[src/rtl/div_unit_if.sv]
// Pipeline <-> divider handshake: EX-stage request, flush abort, result and stall.
interface div_unit_if;
  logic        start_i;
  logic        signed_div_i;
  logic        annul_i;
  logic [31:0] opdata1_i;
  logic [31:0] opdata2_i;
  logic [63:0] result_o;
  logic        ready_o;
  logic        stall_o;

  modport master (
    output start_i, signed_div_i, annul_i, opdata1_i, opdata2_i,
    input  result_o, ready_o, stall_o
  );

  modport slave (
    input  start_i, signed_div_i, annul_i, opdata1_i, opdata2_i,
    output result_o, ready_o, stall_o
  );
endinterface

[src/rtl/div_unit.sv]
// Iterative 32-bit signed/unsigned restoring divider, one quotient bit per cycle.
// Result layout is {remainder (HI), quotient (LO)}.
module div_unit (
  input  logic       clk,
  input  logic       rst,
  div_unit_if.slave  div_bus
);

  typedef enum logic [1:0] {
    ST_IDLE   = 2'd0,
    ST_BYZERO = 2'd1,
    ST_ON     = 2'd2,
    ST_END    = 2'd3
  } state_e;

  state_e      state_q, state_d;
  logic [5:0]  cnt_q, cnt_d;
  logic [64:0] acc_q, acc_d;
  logic [31:0] divisor_q, divisor_d;
  logic        signed_q, signed_d;
  logic        sign1_q, sign1_d;
  logic        sign2_q, sign2_d;
  logic [63:0] result_q, result_d;
  logic        ready_q, ready_d;
  logic        stall_s;
  logic        accept_s;
  logic        last_step_s;
  logic [64:0] shifted_s;
  logic [32:0] trial_s;
  logic [64:0] step_s;

  function automatic logic [31:0] cond_neg(input logic [31:0] value, input logic neg);
    if (neg) begin
      cond_neg = (~value) + 32'd1;
    end else begin
      cond_neg = value;
    end
  endfunction

  assign accept_s    = div_bus.start_i & ~div_bus.annul_i;
  assign last_step_s = ((cnt_q + 6'd1) == 6'd32);

  // One restoring step: shift left, subtract the divisor if it fits, shift in the quotient bit.
  always_comb begin
    shifted_s = acc_q << 6'd1;
    trial_s   = shifted_s[64:32] - {1'b0, divisor_q};
    if (shifted_s[64:32] >= {1'b0, divisor_q}) begin
      step_s = {trial_s, shifted_s[31:1], 1'b1};
    end else begin
      step_s = shifted_s;
    end
  end

  // State register.
  always_ff @(posedge clk or posedge rst) begin
    if (rst) begin
      state_q <= ST_IDLE;
    end else begin
      state_q <= state_d;
    end
  end

  // Next-state logic; an annul in BYZERO/ON drops the operation without a ready.
  always_comb begin
    state_d = state_q;
    case (state_q)
      ST_IDLE: begin
        if (accept_s) begin
          if (div_bus.opdata2_i == 32'd0) begin
            state_d = ST_BYZERO;
          end else begin
            state_d = ST_ON;
          end
        end else begin
          state_d = ST_IDLE;
        end
      end
      ST_BYZERO: begin
        if (div_bus.annul_i) begin
          state_d = ST_IDLE;
        end else begin
          state_d = ST_END;
        end
      end
      ST_ON: begin
        if (div_bus.annul_i) begin
          state_d = ST_IDLE;
        end else if (last_step_s) begin
          state_d = ST_END;
        end else begin
          state_d = ST_ON;
        end
      end
      ST_END:  state_d = ST_IDLE;
      default: state_d = ST_IDLE;
    endcase
  end

  // Stall output: the request cycle itself stalls, END releases the pipeline.
  always_comb begin
    stall_s = 1'b0;
    case (state_q)
      ST_IDLE:   stall_s = accept_s;
      ST_BYZERO: stall_s = ~div_bus.annul_i;
      ST_ON:     stall_s = ~div_bus.annul_i;
      ST_END:    stall_s = 1'b0;
      default:   stall_s = 1'b0;
    endcase
  end

  // Datapath next values: capture operands as magnitudes, iterate, apply the sign fix on the last step.
  always_comb begin
    cnt_d     = cnt_q;
    acc_d     = acc_q;
    divisor_d = divisor_q;
    signed_d  = signed_q;
    sign1_d   = sign1_q;
    sign2_d   = sign2_q;
    result_d  = result_q;
    ready_d   = 1'b0;
    case (state_q)
      ST_IDLE: begin
        if (accept_s && (div_bus.opdata2_i != 32'd0)) begin
          signed_d  = div_bus.signed_div_i;
          sign1_d   = div_bus.opdata1_i[31];
          sign2_d   = div_bus.opdata2_i[31];
          acc_d     = {33'd0, cond_neg(div_bus.opdata1_i, div_bus.signed_div_i & div_bus.opdata1_i[31])};
          divisor_d = cond_neg(div_bus.opdata2_i, div_bus.signed_div_i & div_bus.opdata2_i[31]);
          cnt_d     = 6'd0;
        end else begin
          cnt_d = cnt_q;
        end
      end
      ST_BYZERO: begin
        if (!div_bus.annul_i) begin
          result_d = 64'd0;
          ready_d  = 1'b1;
        end else begin
          ready_d = 1'b0;
        end
      end
      ST_ON: begin
        if (!div_bus.annul_i) begin
          acc_d = step_s;
          cnt_d = cnt_q + 6'd1;
          if (last_step_s) begin
            result_d = {cond_neg(step_s[63:32], signed_q & sign1_q),
                        cond_neg(step_s[31:0], signed_q & (sign1_q ^ sign2_q))};
            ready_d  = 1'b1;
          end else begin
            ready_d = 1'b0;
          end
        end else begin
          ready_d = 1'b0;
        end
      end
      ST_END:  ready_d = 1'b0;
      default: ready_d = 1'b0;
    endcase
  end

  // Datapath and output registers.
  always_ff @(posedge clk or posedge rst) begin
    if (rst) begin
      cnt_q     <= 6'd0;
      acc_q     <= 65'd0;
      divisor_q <= 32'd0;
      signed_q  <= 1'b0;
      sign1_q   <= 1'b0;
      sign2_q   <= 1'b0;
      result_q  <= 64'd0;
      ready_q   <= 1'b0;
    end else begin
      cnt_q     <= cnt_d;
      acc_q     <= acc_d;
      divisor_q <= divisor_d;
      signed_q  <= signed_d;
      sign1_q   <= sign1_d;
      sign2_q   <= sign2_d;
      result_q  <= result_d;
      ready_q   <= ready_d;
    end
  end

  assign div_bus.result_o = result_q;
  assign div_bus.ready_o  = ready_q;
  assign div_bus.stall_o  = stall_s;

endmodule

[src/flat_wrapper.sv]
// flat-port wrapper written by rule: the top's interface ports become plain ports
module div_unit_flat 
  (clk, rst, div_bus_start_i, div_bus_signed_div_i, div_bus_annul_i, div_bus_opdata1_i, div_bus_opdata2_i, div_bus_result_o, div_bus_ready_o, div_bus_stall_o);
  div_unit_if div_bus_i ();
  input  logic clk;
  input  logic rst;
  input wire logic [$bits(div_bus_i.start_i)-1:0] div_bus_start_i;
  input wire logic [$bits(div_bus_i.signed_div_i)-1:0] div_bus_signed_div_i;
  input wire logic [$bits(div_bus_i.annul_i)-1:0] div_bus_annul_i;
  input wire logic [$bits(div_bus_i.opdata1_i)-1:0] div_bus_opdata1_i;
  input wire logic [$bits(div_bus_i.opdata2_i)-1:0] div_bus_opdata2_i;
  output wire logic [$bits(div_bus_i.result_o)-1:0] div_bus_result_o;
  output wire logic [$bits(div_bus_i.ready_o)-1:0] div_bus_ready_o;
  output wire logic [$bits(div_bus_i.stall_o)-1:0] div_bus_stall_o;
  assign div_bus_i.start_i = div_bus_start_i;
  assign div_bus_i.signed_div_i = div_bus_signed_div_i;
  assign div_bus_i.annul_i = div_bus_annul_i;
  assign div_bus_i.opdata1_i = div_bus_opdata1_i;
  assign div_bus_i.opdata2_i = div_bus_opdata2_i;
  assign div_bus_result_o = div_bus_i.result_o;
  assign div_bus_ready_o = div_bus_i.ready_o;
  assign div_bus_stall_o = div_bus_i.stall_o;
  div_unit u_core (.clk(clk), .rst(rst), .div_bus(div_bus_i));
endmodule
[config.mk]
export PLATFORM = sky130hd
export DESIGN_NAME = div_unit_flat
export DESIGN_NICKNAME = d
export VERILOG_FILES = /design/src/rtl/div_unit_if.sv /design/src/rtl/div_unit.sv /design/src/flat_wrapper.sv
export SDC_FILE = /design/constraint.sdc
export NUM_CORES = 1
export LEC_CHECK = 0
export CAP_MARGIN = 15
export CORE_MARGIN = 2
export CORE_UTILIZATION = 41
export DETAILED_ROUTE_END_ITERATION = 6
export DONT_BUFFER_PORTS = 1
export PLACE_DENSITY = 0.62
export SLEW_MARGIN = 20
export SYNTH_ARGS = -nofsm -noshare
export SYNTH_HDL_FRONTEND = slang
export SYNTH_SLANG_ARGS = --single-unit
[constraint.sdc]
create_clock -name clk -period 14.4 [get_ports clk]
set_input_delay 2.16 -clock clk [delete_from_list [all_inputs] [get_ports clk]]
set_output_delay 2.16 -clock clk [all_outputs]
set_load 0.02 [all_outputs]
==> results of run 1 <==
registers in the layout (all words and copies together), names as in the netlist:
register and cells:
u_core.div_bus.result_o 64, u_core.sign2_q 1, u_core.divisor_q 32, u_core.signed_q 1, u_core.cnt_q 6, u_core.div_bus.ready_o 1, u_core.acc_q 64, u_core.state_q 2
u_core.sign1_q 1
kinds of logic after synthesis:
family | share of synthesized area
AND/OR/NAND/NOR | 0.218
XOR/XNOR | 0.0916
adder cells (fa/ha/maj) | 0.0426
multiplexers | 0.0189
flip-flops | 0.344
buffers and inverters | 0.0507
AO/OA/AOI/OAI | 0.235
through the flow:
stage	cell area (µm²)	hold slack, ns	util	setup WS (ns)	power [W]
after floorplan	12500	0.450	-	7.58	0.000964
after global placement	12700	0.469	0.425	8.41	0.00107
after detailed placement	12700	0.477	0.425	8.42	0.00108
after CTS	13300	0.495	0.446	8.59	0.00155
after global routing	13300	0.533	0.446	8.21	0.00163
final	13300	0.486	0.446	8.45	0.00154
layout make-up:
class,count,area [µm²],area share
clock inverters,15,176,0.0132
clock buffers,17,425,0.0319
flip-flops and latches,172,4300,0.323
repair buffers,11,86.3,0.00648
multi-input cells,1266,7610,0.572
well taps,390,488,0.0366
inverters,59,226,0.0170
routing by layer:
metal / global-route usage / wire length, µm / share of wire
met1: 0.312 / 16400 / 0.44
met4: 0.0745 / 1150 / 0.031
met3: 0.0443 / 2050 / 0.055
met2: 0.392 / 17600 / 0.47
met5: 0 / 0 / 0
critical path, stage by stage, from the launching register on:
cell	delay, ns
dfrtp_1	0.43
ha_1	0.53
nand4_1	0.32
nor3_1	0.45
nand4_1	0.21
o311a_1	0.24
o21ai_4	0.08
buf_4	0.55
inv_1	0.17
mux2i_1	0.30
ha_1	0.28
and3b_1	0.21
nand2_1	0.10
or4_1	0.44
o21a_1	0.20
nand3b_1	0.23
or3b_1	0.47
o31ai_1	0.27
xor2_1	0.18
o21ai_0	0.09
placed cells by master (no fill, tap or decap), drive strengths merged, types with 17 or more instances in the layout:
master    n
a21oi   151
and2     17
clkbuf   17
dfrtp   172
ha       41
inv      64
mux2i    18
nand2   244
nand3    27
nor2    147
nor3     37
o21ai   169
o31ai    47
or3      26
xnor2    63
xor2     68
worst min path at each step:
| stage | startpoint | to | slack [ns] | cells after the start |
|---|---|---|---|---|
| after CTS | u_core.divisor_q[31]$_DFFE_PP0P_ | u_core.divisor_q[31]$_DFFE_PP0P_ | 0.50 | 2 |
| final | u_core.divisor_q[31]$_DFFE_PP0P_ | u_core.divisor_q[31]$_DFFE_PP0P_ | 0.49 | 2 |
| after global placement | u_core.divisor_q[1]$_DFFE_PP0P_ | u_core.divisor_q[1]$_DFFE_PP0P_ | 0.47 | 2 |
| after floorplan | u_core.divisor_q[1]$_DFFE_PP0P_ | u_core.divisor_q[1]$_DFFE_PP0P_ | 0.45 | 2 |
| after detailed placement | u_core.divisor_q[31]$_DFFE_PP0P_ | u_core.divisor_q[31]$_DFFE_PP0P_ | 0.48 | 2 |
| after global routing | u_core.divisor_q[31]$_DFFE_PP0P_ | u_core.divisor_q[31]$_DFFE_PP0P_ | 0.53 | 2 |
where the power goes:
| part | internal (W) | total, W | switching [W] |
|---|---|---|---|
| sequential | 0.000538 | 0.000614 | 0.0000757 |
| clock | 0.000234 | 0.000472 | 0.000238 |
| combinational | 0.000172 | 0.000457 | 0.000285 |
==> impl_metrics.yaml, run 1 <==
clock_tree:
  clk_latency_ns: 0.44
  numCtsBuffers: 17
  cts.sinks: 172
  h-tree-depth: 4
  ctsHoldBuffers: 0
  cts_root_buffer: "clkbuf_16"
  clkTransAtPathRegs_ns: 0.08
  cts_tree: "built"
  cts.path.max_buffers: 2
  post_cts_resized: 0
  cts_setup_buffers: 0
sta:
  finalSetupViolations: 0
  fin_crit_ns: 5.95
  period_share: 0.413
  max-slew-margin-rel: 0.319
  fin_tns_setup_ns: 0
  maxSlewViolCount: 0
  rsz0062_at_grt: "no"
  hold_viol: 0
  worst_pin_slew_ns: 1.02
  fin_worst_skew_ns: 0.0152
  timing.fmax_mhz: 168
final_layout:
  fin_nets: 1638
  area_growth_pct: 6.38
  fill_cells: 3021
  final_cells: 1930
  drive_gt1_frac: 0.0539
  antennaDiodeCount: 0
synthesis:
  synth_seq_area_share: 0.344
  syn_avg_cell_area_um2: 7.91
  synth_edf_count: 0
  synth_commonest_cells: "244 x nand2_1, 172 x dfrtp_1, 162 x o21ai_0, 147 x a21oi_1, 147 x nor2_1"
  async_flop_share: 1.00
  ys_top_cells_by_area: "dfrtp_1 34%, nand2_1 7.3%, o21ai_0 6.5%"
  synth-main-ff-cell: "dfrtp_1"
  syn_nets: 1695
  synth_area_leader_cell: "dfrtp_1"
  synth-seq-cells: 172
  syn_inst: 1584
  yosysMostFrequentCell: "nand2_1"
  ys_types: 89
  ys.warnings.count: 0
  syn-cell-area_um2: 12500
  synth_top_area_share: 0.344
setup_path:
  critPathLaunch: "u_core.acc_q[54]$_DFFE_PP0P_"
  cp_max_fo: 59
  r2r_slack_ns: 8.45
  reg2reg_depth: 19
  cp-endpoint: "u_core.div_bus.result_o[60]$_DFFE_PP0P_"
  worst_setup_path_start_kind: "register"
  rr_endpoint: "u_core.div_bus.result_o[60]$_DFFE_PP0P_"
  timing.rr.start: "u_core.acc_q[54]$_DFFE_PP0P_"
  cp-end-kind: "register"
  critPathKind: "register to register"
  required_ns: 14.67
  worstPathArrival_ns: 6.22
floorplanning:
  dieArea_um2: 32000
  placementRows: 63
  start_util: 0.419
  die_h_um: 179
  pin_count: 135
  core-area_um2: 29900
  die_w_um: 179
pwr:
  ir_drop_uv: 90.7
  power.density_nw_per_um2: 116
  p_leak_nw: 5.63
global_routing:
  antenna_found_initial: 0
  grt_pass1_wl_mm: 59.1
  grt_max_degree: 127
  grt_remaining_overflow: 0
  grt_pass1_vias: 10826
  grt_usage: 0.236
routing:
  wl_per_cell_um: 19.3
  via_per_inst: 5.85
  wl_mm: 37.2
  drc_errors: 0
  drt_pass1_iterations: 7
  drtAntennaViolNets: 0
  drt_iter0_drc: 795
  vias: 11283
place:
  port_buffers: 0
  hpwl_mm: 28.0
  place_congestion: 0.938
  place_inst: 1898
status:
  status: "complete, no violations"
run:
  cap_violations: 0
worst_hold_path:
  hold_class: "register to register"
(Power assumes the default switching activity.)
==> run 2, diff against run 1 <==
==> constraint.sdc (replaced) <==
create_clock -name clk -period 6 [get_ports clk]
set_input_delay 0.9 -clock clk [delete_from_list [all_inputs] [get_ports clk]]
set_output_delay 0.9 -clock clk [all_outputs]
set_load 0.02 [all_outputs]
==> run 2 against run 1 <==
- count of clock-buffer cells in the layout increased by 1
- flip-flop and latch count stayed put
- highest routed layer unchanged
- maximum frequency is 8.5% higher
==> impl_metrics.yaml, run 2 (synthesized netlist as in run 1, its figures left out) <==
clock_tree:
  numCtsBuffers: 17
  ctsHoldBuffers: 0
  cts.path.max_buffers: 2
  clk_latency_ns: 0.44
  h-tree-depth: 4
  cts_tree: "built"
  post_cts_resized: 0
  cts_root_buffer: "clkbuf_16"
  cts.sinks: 172
  cts_setup_buffers: 0
  clkTransAtPathRegs_ns: 0.08
sta:
  fin_crit_ns: 5.48
  timing.fmax_mhz: 182
  max-slew-margin-rel: 0.314
  maxSlewViolCount: 0
  rsz0062_at_grt: "no"
  fin_worst_skew_ns: 0.0188
  worst_pin_slew_ns: 1.03
  period_share: 0.913
  hold_viol: 0
  fin_tns_setup_ns: 0
  layout_setup_ws_ns: 0.519
  finalSetupViolations: 0
routing:
  drc_errors: 0
  via_per_inst: 5.84
  drtAntennaViolNets: 0
  wl_mm: 38.7
  wl_per_cell_um: 20.0
  drt_pass1_iterations: 6
  vias: 11297
  drt_iter0_drc: 866
place:
  place_congestion: 0.894
  post-place-ws_ns: 0.737
  hpwl_mm: 29.8
  dpl-instance-area_um2: 12700
  place_inst: 1902
  port_buffers: 0
final_layout:
  layout_common_cells: "243 x nand2_1, 172 x dfrtp_1, 162 x o21ai_0"
  fin_nets: 1642
  fill_cells: 3002
  antennaDiodeCount: 0
  layout_commonest_cell: "nand2_1"
  area_growth_pct: 6.51
  stdcell_area_um2: 13300
  drive_gt1_frac: 0.0557
  final_cells: 1934
  multi_input_area_um2: 7610
  register_area_um2: 4300
global_routing:
  grt_usage: 0.246
  antenna_found_initial: 0
  grt_pass1_vias: 11065
  grt_max_degree: 75
  grt_remaining_overflow: 0
  grt_pass1_wl_mm: 61.1
setup_path:
  worst_setup_path_start_kind: "register"
  critPathKind: "register to register"
  cp-end-kind: "register"
  required_ns: 6.27
  reg2reg_depth: 18
  cp_max_fo: 13
  worstPathArrival_ns: 5.75
pwr:
  ir_drop_uv: 235
  power.density_nw_per_um2: 279
  p_leak_nw: 5.65
  finalPower_w: 0.00372
floorplanning:
  placementRows: 63
  dieArea_um2: 32000
  core-area_um2: 29900
  start_util: 0.419
  die_h_um: 179
  pin_count: 135
  die_w_um: 179
status:
  status: "complete, no violations"
worst_hold_path:
  hold_class: "primary input to async pin"
run:
  cap_violations: 0
-- run 2: final timing paths --
kind	from	endpoint	slack [ns]
min in group clk	u_core.divisor_q[31]$_DFFE_PP0P_	u_core.divisor_q[31]$_DFFE_PP0P_	0.49
max reg2reg	u_core.acc_q[54]$_DFFE_PP0P_	u_core.div_bus.result_o[60]$_DFFE_PP0P_	0.52
min	rst	u_core.div_bus.result_o[45]$_DFFE_PP0P_	0.33
max in group asynchronous	rst	u_core.divisor_q[27]$_DFFE_PP0P_	4.42
min reg2reg	u_core.divisor_q[31]$_DFFE_PP0P_	u_core.divisor_q[31]$_DFFE_PP0P_	0.49
max	u_core.acc_q[54]$_DFFE_PP0P_	u_core.div_bus.result_o[60]$_DFFE_PP0P_	0.52
-- run 2: power breakdown --
part           leakage, nW  switching, W  internal [W]
Combinational         3.23      0.000700      0.000415
Clock                0.287      0.000568      0.000566
Sequential            2.13      0.000183       0.00129
Total                 5.65       0.00145       0.00227
-- run 2: per-stage QoR --
stage	util	hold slack, ns
2_1_floorplan	-	0.450
3_3_place_gp	0.426	0.467
3_5_place_dp	0.426	0.478
4_1_cts	0.446	0.348
5_1_grt	0.446	0.353
6_report	0.446	0.332
-- run 2: area by class of cell --
cell class                      count  area share
Inverter                           59      0.0170
Multi-Input combinational cell   1266       0.570
Clock buffer                       18      0.0322
Timing Repair Buffer               15     0.00844
Tap cell                          390      0.0366
Sequential cell                   172       0.323
Clock inverter                     14      0.0127
-- run 2: routing by layer --
metal / wire length (µm) / up-vias / share of wire / global-route usage
li1: - / 5494 / - / -
met3: 2160 / 53 / 0.056 / 0.0439
met4: 994 / 0 / 0.026 / 0.0776
met5: 0 / - / 0 / 0
met1: 16900 / 5436 / 0.44 / 0.320
met2: 18700 / 314 / 0.48 / 0.415
-- run 2: critical path, stage by stage, from the launching register on --
cell and delay [ns]:
dfrtp_1 0.43, ha_1 0.51, nand4_1 0.35, nor3_1 0.54, nand4_1 0.24, o311a_1 0.27
o21ai_4 0.13, inv_1 0.11, mux2i_1 0.26, ha_1 0.29, and3b_1 0.21, nand2_1 0.09
or4_1 0.45, o21a_1 0.20, nand3b_1 0.22, or3b_1 0.48, o31ai_1 0.27, xor2_1 0.17
o21ai_0 0.08
==> run 3, diff against run 2 <==
--- a/config.mk
+++ b/config.mk
@@ -5,6 +5,7 @@
 export SDC_FILE = /design/constraint.sdc
 export NUM_CORES = 1
 export LEC_CHECK = 0
+export ABC_AREA = 1
 export CAP_MARGIN = 15
 export CORE_MARGIN = 2
 export CORE_UTILIZATION = 41
==> run 3 against run 2 <==
- non-clock buffer count is 6 lower
- area after synthesis rose by 2.7%
- largest cell class unchanged
- die area is 2.6% higher
- hold slack improved by 0.069 ns
- first-iteration DRC count rose by 28%
- sequential share of layout area fell by 0.97 points
- the run now ends with DRC left
- flip-flop and latch count unchanged
- critical path type unchanged
- highest routed layer unchanged
- critical path depth grew 9
- final cell count is 23% higher
==> impl_metrics.yaml, run 3 <==
status:
  status: "finished with violations"
  violations: "DRC"
floorplanning:
  placementRows: 64
  pin_count: 135
  core-area_um2: 30700
  dieArea_um2: 32800
  start_util: 0.418
  die_h_um: 181
  die_w_um: 181
pwr:
  seqPwrFrac: 0.327
  p_int_w: 0.00240
  combPwrFrac: 0.412
  clkPwrFrac: 0.261
  power.density_nw_per_um2: 316
  p_sw_w: 0.00194
  ir_drop_uv: 222
  p_leak_nw: 7.20
  p_sw_frac: 0.447
clock_tree:
  clkTransAtPathRegs_ns: 0.08
  cts_tree: "built"
  cts.path.max_buffers: 2
  cts.sinks: 172
  h-tree-depth: 4
  clk_latency_ns: 0.45
  cts_root_buffer: "clkbuf_16"
  ctsHoldBuffers: 0
  post_cts_resized: 0
  cts_setup_buffers: 0
  numCtsBuffers: 17
synthesis:
  ys_types: 46
  synth-seq-cells: 172
  syn_nets: 2114
  yosysMostFrequentCell: "nand2_1"
  synth_seq_area_share: 0.335
  synth-main-ff-cell: "dfrtp_1"
  synth_area_leader_cell: "dfrtp_1"
  syn-cell-area_um2: 12900
  synth_edf_count: 0
  async_flop_share: 1.00
  synth_top_area_share: 0.335
  ys_top_cells_by_area: "dfrtp_1 33%, nand2_1 19%, inv_1 8.1%"
  synth_commonest_cells: "641 x nand2_1, 276 x inv_1, 195 x nor2_1, 172 x dfrtp_1, 164 x o21ai_0"
  syn_avg_cell_area_um2: 6.42
  ys.warnings.count: 0
  syn_inst: 2003
routing:
  vias: 12641
  drt_iter0_drc: 1105
  wl_mm: 42.9
  via_per_inst: 5.31
  drt_pass1_iterations: 7
  drtAntennaViolNets: 0
  drc_errors: 1
  wl_per_cell_um: 18.0
final_layout:
  fill_cells: 3315
  layout_common_cells: "641 x nand2_1, 275 x inv_1, 195 x nor2_1"
  antennaDiodeCount: 0
  final_cells: 2380
  stdcell_area_um2: 13800
  area_growth_pct: 6.98
  register_area_um2: 4300
  fin_nets: 2082
  multi_input_area_um2: 7220
  layout_commonest_cell: "nand2_1"
  drive_gt1_frac: 0.0459
setup_path:
  required_ns: 6.34
  timing.rr.start: "u_core.divisor_q[26]$_DFFE_PP0P_"
  critPathKind: "register to register"
  worst_setup_path_start_kind: "register"
  cp-end-kind: "register"
  cp_max_fo: 24
  critPathLaunch: "u_core.divisor_q[26]$_DFFE_PP0P_"
  worstPathArrival_ns: 5.10
worst_hold_path:
  hold_class: "primary input to async pin"
global_routing:
  antenna_found_initial: 0
  grt_usage: 0.265
  grt_max_degree: 72
  grt_pass1_vias: 12013
  grt_pass1_wl_mm: 68.2
  grt_remaining_overflow: 0
place:
  port_buffers: 0
  place_congestion: 0.999
  post-place-ws_ns: 1.43
  dpl-instance-area_um2: 13200
  place_inst: 2348
  hpwl_mm: 33.5
sta:
  timing.fmax_mhz: 210
  whs_ns: 0.400
  fin_crit_ns: 4.75
  finalSetupViolations: 0
  fin_tns_setup_ns: 0
  maxSlewViolCount: 0
  worst_pin_slew_ns: 0.946
  max-slew-margin-rel: 0.369
  hold_viol: 0
  rsz0062_at_grt: "no"
  period_share: 0.792
  fin_worst_skew_ns: 0.0105
  layout_setup_ws_ns: 1.25
run:
  cap_violations: 0
[run 3: changes by cell type in the layout (fill, tap and decap cells not counted), sizes merged, moves of 18 or more]
| cell | previous run | this run |
|---|---|---|
| nor2 | 147 | 207 |
| or3 | 26 | 0 |
| inv | 66 | 288 |
| mux2i | 18 | 0 |
| xor2 | 68 | 46 |
| nand3 | 27 | 143 |
| a21oi | 151 | 68 |
| o31ai | 47 | 7 |
| nand2 | 244 | 656 |
| xnor2 | 63 | 10 |
[run 3: power groups by stage]
stage / Clock, W / Sequential (W) / Combinational (W)
global route: 0.00120 / 0.00144 / 0.00202
detailed placement: 0 / 0.00144 / 0.00176
floorplan: 0 / 0.00140 / 0.00133
global placement: 0 / 0.00143 / 0.00175
finish: 0.00114 / 0.00142 / 0.00179
CTS: 0.00115 / 0.00142 / 0.00177
[run 3: path summary, 6_finish.rpt]
kind	endpoint	slack [ns]	cells past startpoint
setup / recovery	u_core.div_bus.result_o[30]$_DFFE_PP0P_	1.25	27
hold / removal	u_core.div_bus.result_o[49]$_DFFE_PP0P_	0.40	1
setup reg to reg	u_core.div_bus.result_o[30]$_DFFE_PP0P_	1.25	27
hold reg to reg	u_core.divisor_q[11]$_DFFE_PP0P_	0.49	2
max in group asynchronous	u_core.divisor_q[17]$_DFFE_PP0P_	4.37	2
min in group clk	u_core.divisor_q[11]$_DFFE_PP0P_	0.49	2
[run 3: critical path, stage by stage (launching register included)]
cell	delay, ns
dfrtp_1	0.37
inv_1	0.13
ha_1	0.33
nand2_1	0.10
nand2_1	0.09
nand3_1	0.11
nand2_1	0.06
a21oi_1	0.18
nand2_2	0.09
nor2_4	0.51
nand2_2	0.13
inv_2	0.19
ha_1	0.22
nand3_1	0.17
nor2_1	0.22
nand2_1	0.10
inv_1	0.10
nand3_1	0.11
nor2_1	0.19
nand3_1	0.16
nor2_1	0.20
nand2_1	0.11
nand2_1	0.14
o211ai_1	0.20
nor2_1	0.21
a21oi_1	0.08
o21ai_0	0.08
nand2_1	0.06
[run 3: layer usage]
layer | up-vias | share of wire | GRT usage
li1 | 6347 | - | -
met1 | 5899 | 0.47 | 0.375
met2 | 357 | 0.45 | 0.420
met3 | 38 | 0.063 | 0.0462
met4 | 0 | 0.018 | 0.0686
met5 | - | 0 | 0
[run 3: kinds of logic after synthesis]
family	synth area share
DFF	0.335
xor gates and xnor gates	0.0382
and+or+nand+nor	0.346
buffers and inverters	0.103
adders and majority gates	0.0415
AOI/OAI and AO/OA	0.136
[run 3: metrics by stage]
| stage | utilization | power [W] |
|---|---|---|
| final | 0.447 | 0.00435 |
| after global routing | 0.447 | 0.00466 |
| after CTS | 0.447 | 0.00434 |
| after detailed placement | 0.428 | 0.00320 |
| after global placement | 0.428 | 0.00319 |
| after floorplan | - | 0.00273 |
[run 3: area by class of cell]
type                       instances  area share
clock buffer                      17      0.0309
clock inverter                    15      0.0119
inverter                         285      0.0781
multi-input combinational       1486       0.525
sequential                       172       0.313
tap                              396      0.0360
timing repair buffer               9     0.00491
